<file path="src/rtl/addsub_arbiter_if.sv">
// Bundle between two requesters, the shared add/sub unit and addsub_arbiter.
// slave = arbiter view; master = requester/unit/environment view.
interface addsub_arbiter_if #(
    parameter int WIDTH = 4
);
    logic [1:0]         req_valid;
    logic [1:0]         req_ready;
    logic [1:0]         req_sub;
    logic [2*WIDTH-1:0] req_a;
    logic [2*WIDTH-1:0] req_b;
    logic [WIDTH-1:0]   au_a;
    logic [WIDTH-1:0]   au_b;
    logic               au_sub;
    logic [WIDTH-1:0]   au_res;
    logic               au_cout;
    logic [1:0]         rsp_valid;
    logic [1:0]         rsp_ready;
    logic [WIDTH-1:0]   rsp_res;
    logic               rsp_cout;
`ifdef ADDSUB_ARB_OVF_EN
    logic               rsp_ovf;
`endif

    modport slave (
        input  req_valid, req_sub, req_a, req_b, au_res, au_cout, rsp_ready,
        output req_ready, au_a, au_b, au_sub, rsp_valid, rsp_res, rsp_cout
`ifdef ADDSUB_ARB_OVF_EN
        , output rsp_ovf
`endif
    );

    modport master (
        output req_valid, req_sub, req_a, req_b, au_res, au_cout, rsp_ready,
        input  req_ready, au_a, au_b, au_sub, rsp_valid, rsp_res, rsp_cout
`ifdef ADDSUB_ARB_OVF_EN
        , input rsp_ovf
`endif
    );
endinterface

</file>
<file path="src/rtl/addsub_arbiter.sv">
// Round-robin share of one external add/sub unit between two ports; optional rsp_ovf via ADDSUB_ARB_OVF_EN.
// Latency: req_ready 1 cycle after req_valid in IDLE, rsp_valid EXEC_CYCLES cycles after req_ready.
// Backpressure: response held until rsp_ready of the granted port; new requests wait in place.
module addsub_arbiter #(
    parameter int WIDTH       = 4,
    parameter int EXEC_CYCLES = 1
) (
    input  logic            clk,
    input  logic            rst,
    addsub_arbiter_if.slave bus
);
    typedef enum logic [1:0] {IDLE, EXEC, RESP} state_t;

    localparam logic [3:0] CNT_LOAD = 4'(EXEC_CYCLES);
    localparam int         MSB      = WIDTH - 1;

    state_t           state, state_nxt;
    logic             last_grant, last_grant_nxt;
    logic             winner, winner_nxt;
    logic             pick;
    logic [3:0]       cnt, cnt_nxt;
    logic [1:0]       req_ready_q, req_ready_nxt;
    logic [1:0]       rsp_valid_q, rsp_valid_nxt;
    logic [WIDTH-1:0] au_a_q, au_a_nxt;
    logic [WIDTH-1:0] au_b_q, au_b_nxt;
    logic             au_sub_q, au_sub_nxt;
    logic [WIDTH-1:0] rsp_res_q, rsp_res_nxt;
    logic             rsp_cout_q, rsp_cout_nxt;
`ifdef ADDSUB_ARB_OVF_EN
    logic             rsp_ovf_q, rsp_ovf_nxt;
    logic             ovf_calc;
`endif

    // Tie goes to the port that did not win last; lone requester always wins.
    assign pick = (bus.req_valid == 2'b11) ? ~last_grant : bus.req_valid[1];

`ifdef ADDSUB_ARB_OVF_EN
    assign ovf_calc = (au_sub_q ? (au_a_q[MSB] != au_b_q[MSB])
                                : (au_a_q[MSB] == au_b_q[MSB]))
                      && (bus.au_res[MSB] != au_a_q[MSB]);
`endif

    always_comb begin
        state_nxt      = state;
        last_grant_nxt = last_grant;
        winner_nxt     = winner;
        cnt_nxt        = cnt;
        req_ready_nxt  = 2'b00;
        rsp_valid_nxt  = rsp_valid_q;
        au_a_nxt       = au_a_q;
        au_b_nxt       = au_b_q;
        au_sub_nxt     = au_sub_q;
        rsp_res_nxt    = rsp_res_q;
        rsp_cout_nxt   = rsp_cout_q;
`ifdef ADDSUB_ARB_OVF_EN
        rsp_ovf_nxt    = rsp_ovf_q;
`endif
        case (state)
            IDLE: begin
                if (|bus.req_valid) begin
                    winner_nxt     = pick;
                    last_grant_nxt = pick;
                    req_ready_nxt  = pick ? 2'b10 : 2'b01;
                    au_a_nxt       = pick ? bus.req_a[WIDTH +: WIDTH] : bus.req_a[0 +: WIDTH];
                    au_b_nxt       = pick ? bus.req_b[WIDTH +: WIDTH] : bus.req_b[0 +: WIDTH];
                    au_sub_nxt     = pick ? bus.req_sub[1] : bus.req_sub[0];
                    cnt_nxt        = CNT_LOAD;
                    state_nxt      = EXEC;
                end
            end
            EXEC: begin
                cnt_nxt = cnt - 4'd1;
                if (cnt == 4'd1) begin
                    rsp_res_nxt   = bus.au_res;
                    rsp_cout_nxt  = bus.au_cout;
`ifdef ADDSUB_ARB_OVF_EN
                    rsp_ovf_nxt   = ovf_calc;
`endif
                    rsp_valid_nxt = winner ? 2'b10 : 2'b01;
                    state_nxt     = RESP;
                end
            end
            RESP: begin
                if (bus.rsp_ready[winner]) begin
                    rsp_valid_nxt = 2'b00;
                    state_nxt     = IDLE;
                end
            end
            default: state_nxt = IDLE;
        endcase
    end

    always_ff @(posedge clk or posedge rst) begin
        if (rst) begin
            state       <= IDLE;
            last_grant  <= 1'b1;
            winner      <= 1'b0;
            cnt         <= 4'd0;
            req_ready_q <= 2'b00;
            rsp_valid_q <= 2'b00;
            au_a_q      <= '0;
            au_b_q      <= '0;
            au_sub_q    <= 1'b0;
            rsp_res_q   <= '0;
            rsp_cout_q  <= 1'b0;
`ifdef ADDSUB_ARB_OVF_EN
            rsp_ovf_q   <= 1'b0;
`endif
        end else begin
            state       <= state_nxt;
            last_grant  <= last_grant_nxt;
            winner      <= winner_nxt;
            cnt         <= cnt_nxt;
            req_ready_q <= req_ready_nxt;
            rsp_valid_q <= rsp_valid_nxt;
            au_a_q      <= au_a_nxt;
            au_b_q      <= au_b_nxt;
            au_sub_q    <= au_sub_nxt;
            rsp_res_q   <= rsp_res_nxt;
            rsp_cout_q  <= rsp_cout_nxt;
`ifdef ADDSUB_ARB_OVF_EN
            rsp_ovf_q   <= rsp_ovf_nxt;
`endif
        end
    end

    assign bus.req_ready = req_ready_q;
    assign bus.rsp_valid = rsp_valid_q;
    assign bus.au_a      = au_a_q;
    assign bus.au_b      = au_b_q;
    assign bus.au_sub    = au_sub_q;
    assign bus.rsp_res   = rsp_res_q;
    assign bus.rsp_cout  = rsp_cout_q;
`ifdef ADDSUB_ARB_OVF_EN
    assign bus.rsp_ovf   = rsp_ovf_q;
`endif
endmodule

</file>
<file path="src/flat_wrapper.sv">
// flat-port wrapper written by rule: the top's interface ports become plain ports
module addsub_arbiter_flat 
#(
    parameter int WIDTH       = 4,
    parameter int EXEC_CYCLES = 1
)
  (clk, rst, bus_req_valid, bus_req_sub, bus_req_a, bus_req_b, bus_au_res, bus_au_cout, bus_rsp_ready, bus_req_ready, bus_au_a, bus_au_b, bus_au_sub, bus_rsp_valid, bus_rsp_res, bus_rsp_cout);
  addsub_arbiter_if #(.WIDTH(WIDTH)) bus_i ();
  input  logic clk;
  input  logic rst;
  input wire logic [$bits(bus_i.req_valid)-1:0] bus_req_valid;
  input wire logic [$bits(bus_i.req_sub)-1:0] bus_req_sub;
  input wire logic [$bits(bus_i.req_a)-1:0] bus_req_a;
  input wire logic [$bits(bus_i.req_b)-1:0] bus_req_b;
  input wire logic [$bits(bus_i.au_res)-1:0] bus_au_res;
  input wire logic [$bits(bus_i.au_cout)-1:0] bus_au_cout;
  input wire logic [$bits(bus_i.rsp_ready)-1:0] bus_rsp_ready;
  output wire logic [$bits(bus_i.req_ready)-1:0] bus_req_ready;
  output wire logic [$bits(bus_i.au_a)-1:0] bus_au_a;
  output wire logic [$bits(bus_i.au_b)-1:0] bus_au_b;
  output wire logic [$bits(bus_i.au_sub)-1:0] bus_au_sub;
  output wire logic [$bits(bus_i.rsp_valid)-1:0] bus_rsp_valid;
  output wire logic [$bits(bus_i.rsp_res)-1:0] bus_rsp_res;
  output wire logic [$bits(bus_i.rsp_cout)-1:0] bus_rsp_cout;
  assign bus_i.req_valid = bus_req_valid;
  assign bus_i.req_sub = bus_req_sub;
  assign bus_i.req_a = bus_req_a;
  assign bus_i.req_b = bus_req_b;
  assign bus_i.au_res = bus_au_res;
  assign bus_i.au_cout = bus_au_cout;
  assign bus_i.rsp_ready = bus_rsp_ready;
  assign bus_req_ready = bus_i.req_ready;
  assign bus_au_a = bus_i.au_a;
  assign bus_au_b = bus_i.au_b;
  assign bus_au_sub = bus_i.au_sub;
  assign bus_rsp_valid = bus_i.rsp_valid;
  assign bus_rsp_res = bus_i.rsp_res;
  assign bus_rsp_cout = bus_i.rsp_cout;
  addsub_arbiter #(.WIDTH(WIDTH), .EXEC_CYCLES(EXEC_CYCLES)) u_core (.clk(clk), .rst(rst), .bus(bus_i));
endmodule
</file>
<file path="config.mk">
export PLATFORM = sky130hd
export DESIGN_NAME = addsub_arbiter_flat
export DESIGN_NICKNAME = d
export VERILOG_FILES = /design/src/rtl/addsub_arbiter_if.sv /design/src/rtl/addsub_arbiter.sv /design/src/flat_wrapper.sv
export SDC_FILE = /design/constraint.sdc
export NUM_CORES = 1
export LEC_CHECK = 0
export ABC_AREA = 0
export ABC_CLOCK_PERIOD_IN_PS = 2110
export CORE_MARGIN = 1.5
export CORE_UTILIZATION = 38
export CTS_CLUSTER_DIAMETER = 100
export CTS_CLUSTER_SIZE = 30
export DETAILED_ROUTE_END_ITERATION = 6
export GPL_ROUTABILITY_DRIVEN = 0
export PLACE_DENSITY = 0.82
export SLEW_MARGIN = 20
export SYNTH_ARGS = -nofsm -noshare
export SYNTH_HDL_FRONTEND = slang
export SYNTH_SLANG_ARGS = --single-unit
</file>
<file path="constraint.sdc">
create_clock -name clk -period 2.11 [get_ports clk]
set_input_delay 0.5275 -clock clk [delete_from_list [all_inputs] [get_ports clk]]
set_output_delay 0.5275 -clock clk [all_outputs]
set_load 0.02 [all_outputs]
</file>
======== Yosys cells after proc, flatten, opt, wreduce, memory -nomap -nowiden ========
Index checks and enable logic that the tools add are counted.
storage, ports and cells
  register bits ........................... 26
  bits in latches ......................... 0
  bits in writable memories ............... 0
  ROM bits ................................ 0
  input bits .............................. 29
  output and inout bits ................... 18
  logic and storage cells ................. 48
  memories ................................ 0
cells by class
  add/sub/neg operators ................... 1
  multiply operators ...................... 0
  divide/modulo/power cells ............... 0
  order comparisons ....................... 1
  eq/ne operators ......................... 7
  shift operators ......................... 0
  muxes and demuxes ....................... 18
  bitwise gates (word level) .............. 1
  reduce and logical (&&, ||, !) cells .... 9
operators by type and width
  kind                   number
  $mux W2                8
  $mux W4                3
  $pmux W4 S2            1
  $ne A2 B1 Y1 const B   3
  $pmux W2 S3            1
  $reduce_and A2 Y1      3
  $reduce_and A3 Y1      2
  $eq A2 B2 Y1 const B   2
  $eq A4 B1 Y1 const B   1
  $mux W1                4
  $pmux W2 S2            1
  $reduce_bool A2 Y1     2
  $sub A4 B1 Y4 const B  1
  $eq A2 B1 Y1 const B   1
  $logic_not A2 Y1       1
  $lt A1 B2 Y1 const B   1
  $reduce_or A2 Y1       1
  $not A1 Y1             1

======== Longest topological paths before layout ========
  word-level depth ........................ 5
  mapped depth ............................ 6
  mapped depth without buffers ............ 5

======== Worst setup path after synthesis ========
Ideal clock, no wire load.
  kind .................................... reg2reg
  start ................................... register u_core.cnt[1]
  end ..................................... register u_core.rsp_cout_q (netlist: u_core.bus.rsp_cout)
  library setup time ...................... 0.125 ns
  arrival time ............................ 1.502 ns
  data required time ...................... 1.985 ns
  setup slack ............................. 0.484 ns
  cell stages (with the launch flop) ...... 7
  path buffers ............................ 1
  period minus slack after synthesis ...... 1.626 ns
  cell sequence ........................... dfrtp_1 -> inv_1 -> ha_1 -> or3b_1 -> buf_6 -> nor2_4 -> mux2_2
between the ends
  longest elaborated chain between the ends .. 2
ends and longest elaborated chain
  element                      RTL line               source
  start, declared              addsub_arbiter.sv:21   logic [3:0] cnt, cnt_nxt;
  start signal, assigned       addsub_arbiter.sv:113  cnt <= cnt_nxt;
  $eq A4 B1 Y1                 addsub_arbiter.sv:73   if (cnt == 4'd1) begin
  $reduce_and A2 Y1 (no line)  --
  end signal, assigned         addsub_arbiter.sv:120  rsp_cout_q <= rsp_cout_nxt;
  end, declared                addsub_arbiter.sv:28   logic rsp_cout_q, rsp_cout_nxt;
Every way passes these cells.
A chain may end at the register's enable or synchronous reset.

======== Final worst setup path ========
  start ................................... register u_core.rsp_cout_q (netlist: u_core.bus.rsp_cout)
  end ..................................... output port bus_rsp_cout
RTL lines
  element        RTL line            source
  end, declared  flat_wrapper.sv:24  output wire logic [$bits(bus_i.rsp_cout)-1:0] bus_rsp_cout;
No word-level cell between the ends.

==> summary.txt <==
Yosys
  • Synth cell types: 34
  • Syn_area_per_cell: 11.3 um2
  • Post-Syn Area: 1300 um2
  • Sequential area share after synthesis: 50.2%
  • Number of synthesis warnings: 0
  • Synth Register Bits: 26
  • Syn nets: 149
  • Post-Syn Instances: 115

Placed design
  • Dpl cells: 207
  • Hpwl dp: 2030 um
  • Input/output buffers: 46
  • Post-DP Area: 1810 um2
  • Setup slack at placement: 0.139 ns

Setup path
  • Worst Path Buf+Inv: 1
  • Critical path, cell by cell: clkdlybuf4s50_1
  • Slowest-stage cell, CP: clkdlybuf4s50_1
  • Worst r2r src: u_core.cnt[1]
  • Crit path arrival time: 1.34 ns
  • Required time worst endpoint: 1.58 ns
  • Worst-path maximum fanout: 2
  • Crit path max-delay family: buffers and inverters
  • CP startpoint kind: flop
  • Slowest stage delay, CP: 0.63 ns
  • Crit. End Element: output port
  • Kind of critical path: reg2out
  • CP Launch Point: u_core.bus.rsp_cout

Worst hold path
  • Hold wc startpoint: u_core.bus.au_b[3]
  • Hold Path Class: reg2reg

Timing
  • Final setup viols: 0
  • Clock Skew: 0.00125 ns
  • Setup_tns: 0 ns
  • Worst-margin pin slew: 0.440 ns
  • Hold WS: 0.500 ns
  • Final Max Tran Viols: 0
  • Min Tclk post-route: 1.86 ns
  • Max Freq: 536 MHz
  • Final period util: 88.3%
  • Fin worst setup slack: 0.246 ns
  • Relative slew margins: 69.9%
  • RSZ-0062 raised after global routing: no
  • Fin. Hold Viols: 0

Route
  • Iter 0 DRT Violations: 15
  • DRT Pass-1 Iters: 3
  • Total wire length: 2590 um
  • Vias per cell: 4.88
  • Avg WL per Cell: 12.3 um
  • DRC viols: 0
  • Antenna Nets Post-Route: 0
  • Via count: 1030

Cells and area
  • Commonest cells after routing, fill and taps aside: clkdlybuf4s50_1, dfrtp_1, o21ai_0
  • P&R area growth vs syn: 42.5%
  • Antenna cells: 0
  • Layout net count: 200
  • Most common cell after layout, fill and taps aside: clkdlybuf4s50_1
  • Design area: 1850 um2
  • Share of cells above drive strength 1: 12.1%
  • Final Util: 55.9%
  • Non-Filler Instances: 211

CTS
  • CTS root buffer: clkbuf_4
  • Postcts setup bufs: 0
  • Number of CTS-inserted buffers: 3
  • Clk buf depth: 2
  • Resized cells post-CTS: 0
  • Worst-Skew Late Latency: 0.31 ns
  • CTS tree: done
  • Clock slew at reported path FFs: 0.14 ns
  • H-tree lvl count: 1
  • CTS Hold Bufs: 0
  • Sink Count: 26

Floorplanning
  • Die Span Y: 61.4 um
  • Core box area: 3310 um2
  • Full die area: 3770 um2
  • Num rows: 21
  • Initial Utilization: 39.2%
  • Ports: 47
  • Die Width: 61.4 um

Power and ir drop
  • PD cells: 1370 nW/um2
  • Lkg Pwr: 0.805 nW
  • Power consumption: 2.54 mW
  • VDD IR max: 0.682 mV

Global route
  • Vias in the first global route: 1101
  • Grt total ovfl: 0
  • First-pass GRT wire length: 4510 um
  • Largest net degree at the start of global routing: 27
  • Initial antenna violation count: 0
  • GRT Total Usage: 15.6%

Run status
  • Status: complete, no violations

Flow run
  • # Max-Cap Violations: 0
==> kinds of logic after synthesis <==
family,count (synthesis),share of synthesized area (%)
mux,15,12.1
fa+ha+maj,5,4.82
compound gates,34,18.1
buf+inv,15,5.98
flops,26,50.2
simple gates,20,8.78
==> per-layer routing <==
layer / GRT usage (%) / part of all wire, % / vias to the layer above / wire length, um
met5: 0 / 0 / - / 0
met4: 5.47 / 0.50 / 0 / 13
met3: 4.41 / 6.7 / 2 / 173
met2: 27.1 / 52 / 30 / 1350
met1: 18.7 / 41 / 493 / 1050
li1: - / - / 505 / -
==> final cells by class <==
class | instances | area, um2
Clock buffer | 4 | 36.3
Fill cell | 299 | 1460
Timing Repair Buffer | 51 | 498
Tap cell | 46 | 57.6
Multi-Input combinational cell | 74 | 568
Inverter | 10 | 37.5
Sequential cell | 26 | 652
==> state kept, by name (all words and copies together) (netlist names), 2 cells and up <==
| signal | count |
|---|---|
| u_core.bus.au_a | 4 |
| u_core.bus.au_b | 4 |
| u_core.bus.rsp_res | 4 |
| u_core.cnt | 4 |
| u_core.bus.req_ready | 2 |
| u_core.bus.rsp_valid | 2 |
| u_core.state | 2 |
==> synthesized netlist by cell type <==
cell        n  area [um2]
buf_6       1        11.3
inv_1      10        37.5
a211oi_2    1        12.5
clkbuf_1    2        7.51
ha_1        5        62.6
a211oi_1    1        7.51
and2_0      1        6.26
a31oi_1     1        6.26
a22o_1      1        8.76
o21a_1      1        7.51
nor2_1      1        3.75
a21boi_0    1        7.51
o21ai_1     1        5.00
or3b_1      2        17.5
a221oi_2    2        30.0
nand2b_1    2        12.5
nor3b_2     1        12.5
a21o_1      2        15.0
dfstp_2     1        26.3
a211o_1     1        8.76
mux2_2      5        56.3
mux2i_1    10         100
a221oi_1    1        8.76
a21oi_1     3        15.0
nand2_1     9        33.8
o21ai_0    15        75.1
nor3_1      2        10.0
nor2_4      1        11.3
o2bb2ai_1   2        17.5
and2_1      1        6.26
buf_4       1        7.51
clkbuf_8    1        13.8
dfrtp_1    25         626
a221o_1     1        10.0
==> power breakdown <==
group | leakage (nW) | internal, mW | switching, mW
logic | 0.464 | 0.685 | 0.723
clock network | 0.0210 | 0.105 | 0.144
registers | 0.320 | 0.737 | 0.142
==> path summary, 6_finish.rpt <==
check                           cells after the start               endpoint  slack [ns]
max in group asynchronous                           3      u_core.last_grant        1.28
worst max-delay path                                1           bus_rsp_cout        0.25
min in group asynchronous                           3  u_core.bus.rsp_res[1]        0.53
worst min register to register                      2     u_core.bus.au_b[3]        0.50
worst max register to register                      5  u_core.bus.rsp_res[2]        0.31
worst min-delay path                                2     u_core.bus.au_b[3]        0.50
No activity file was read; power rests on OpenSTA's default activity.
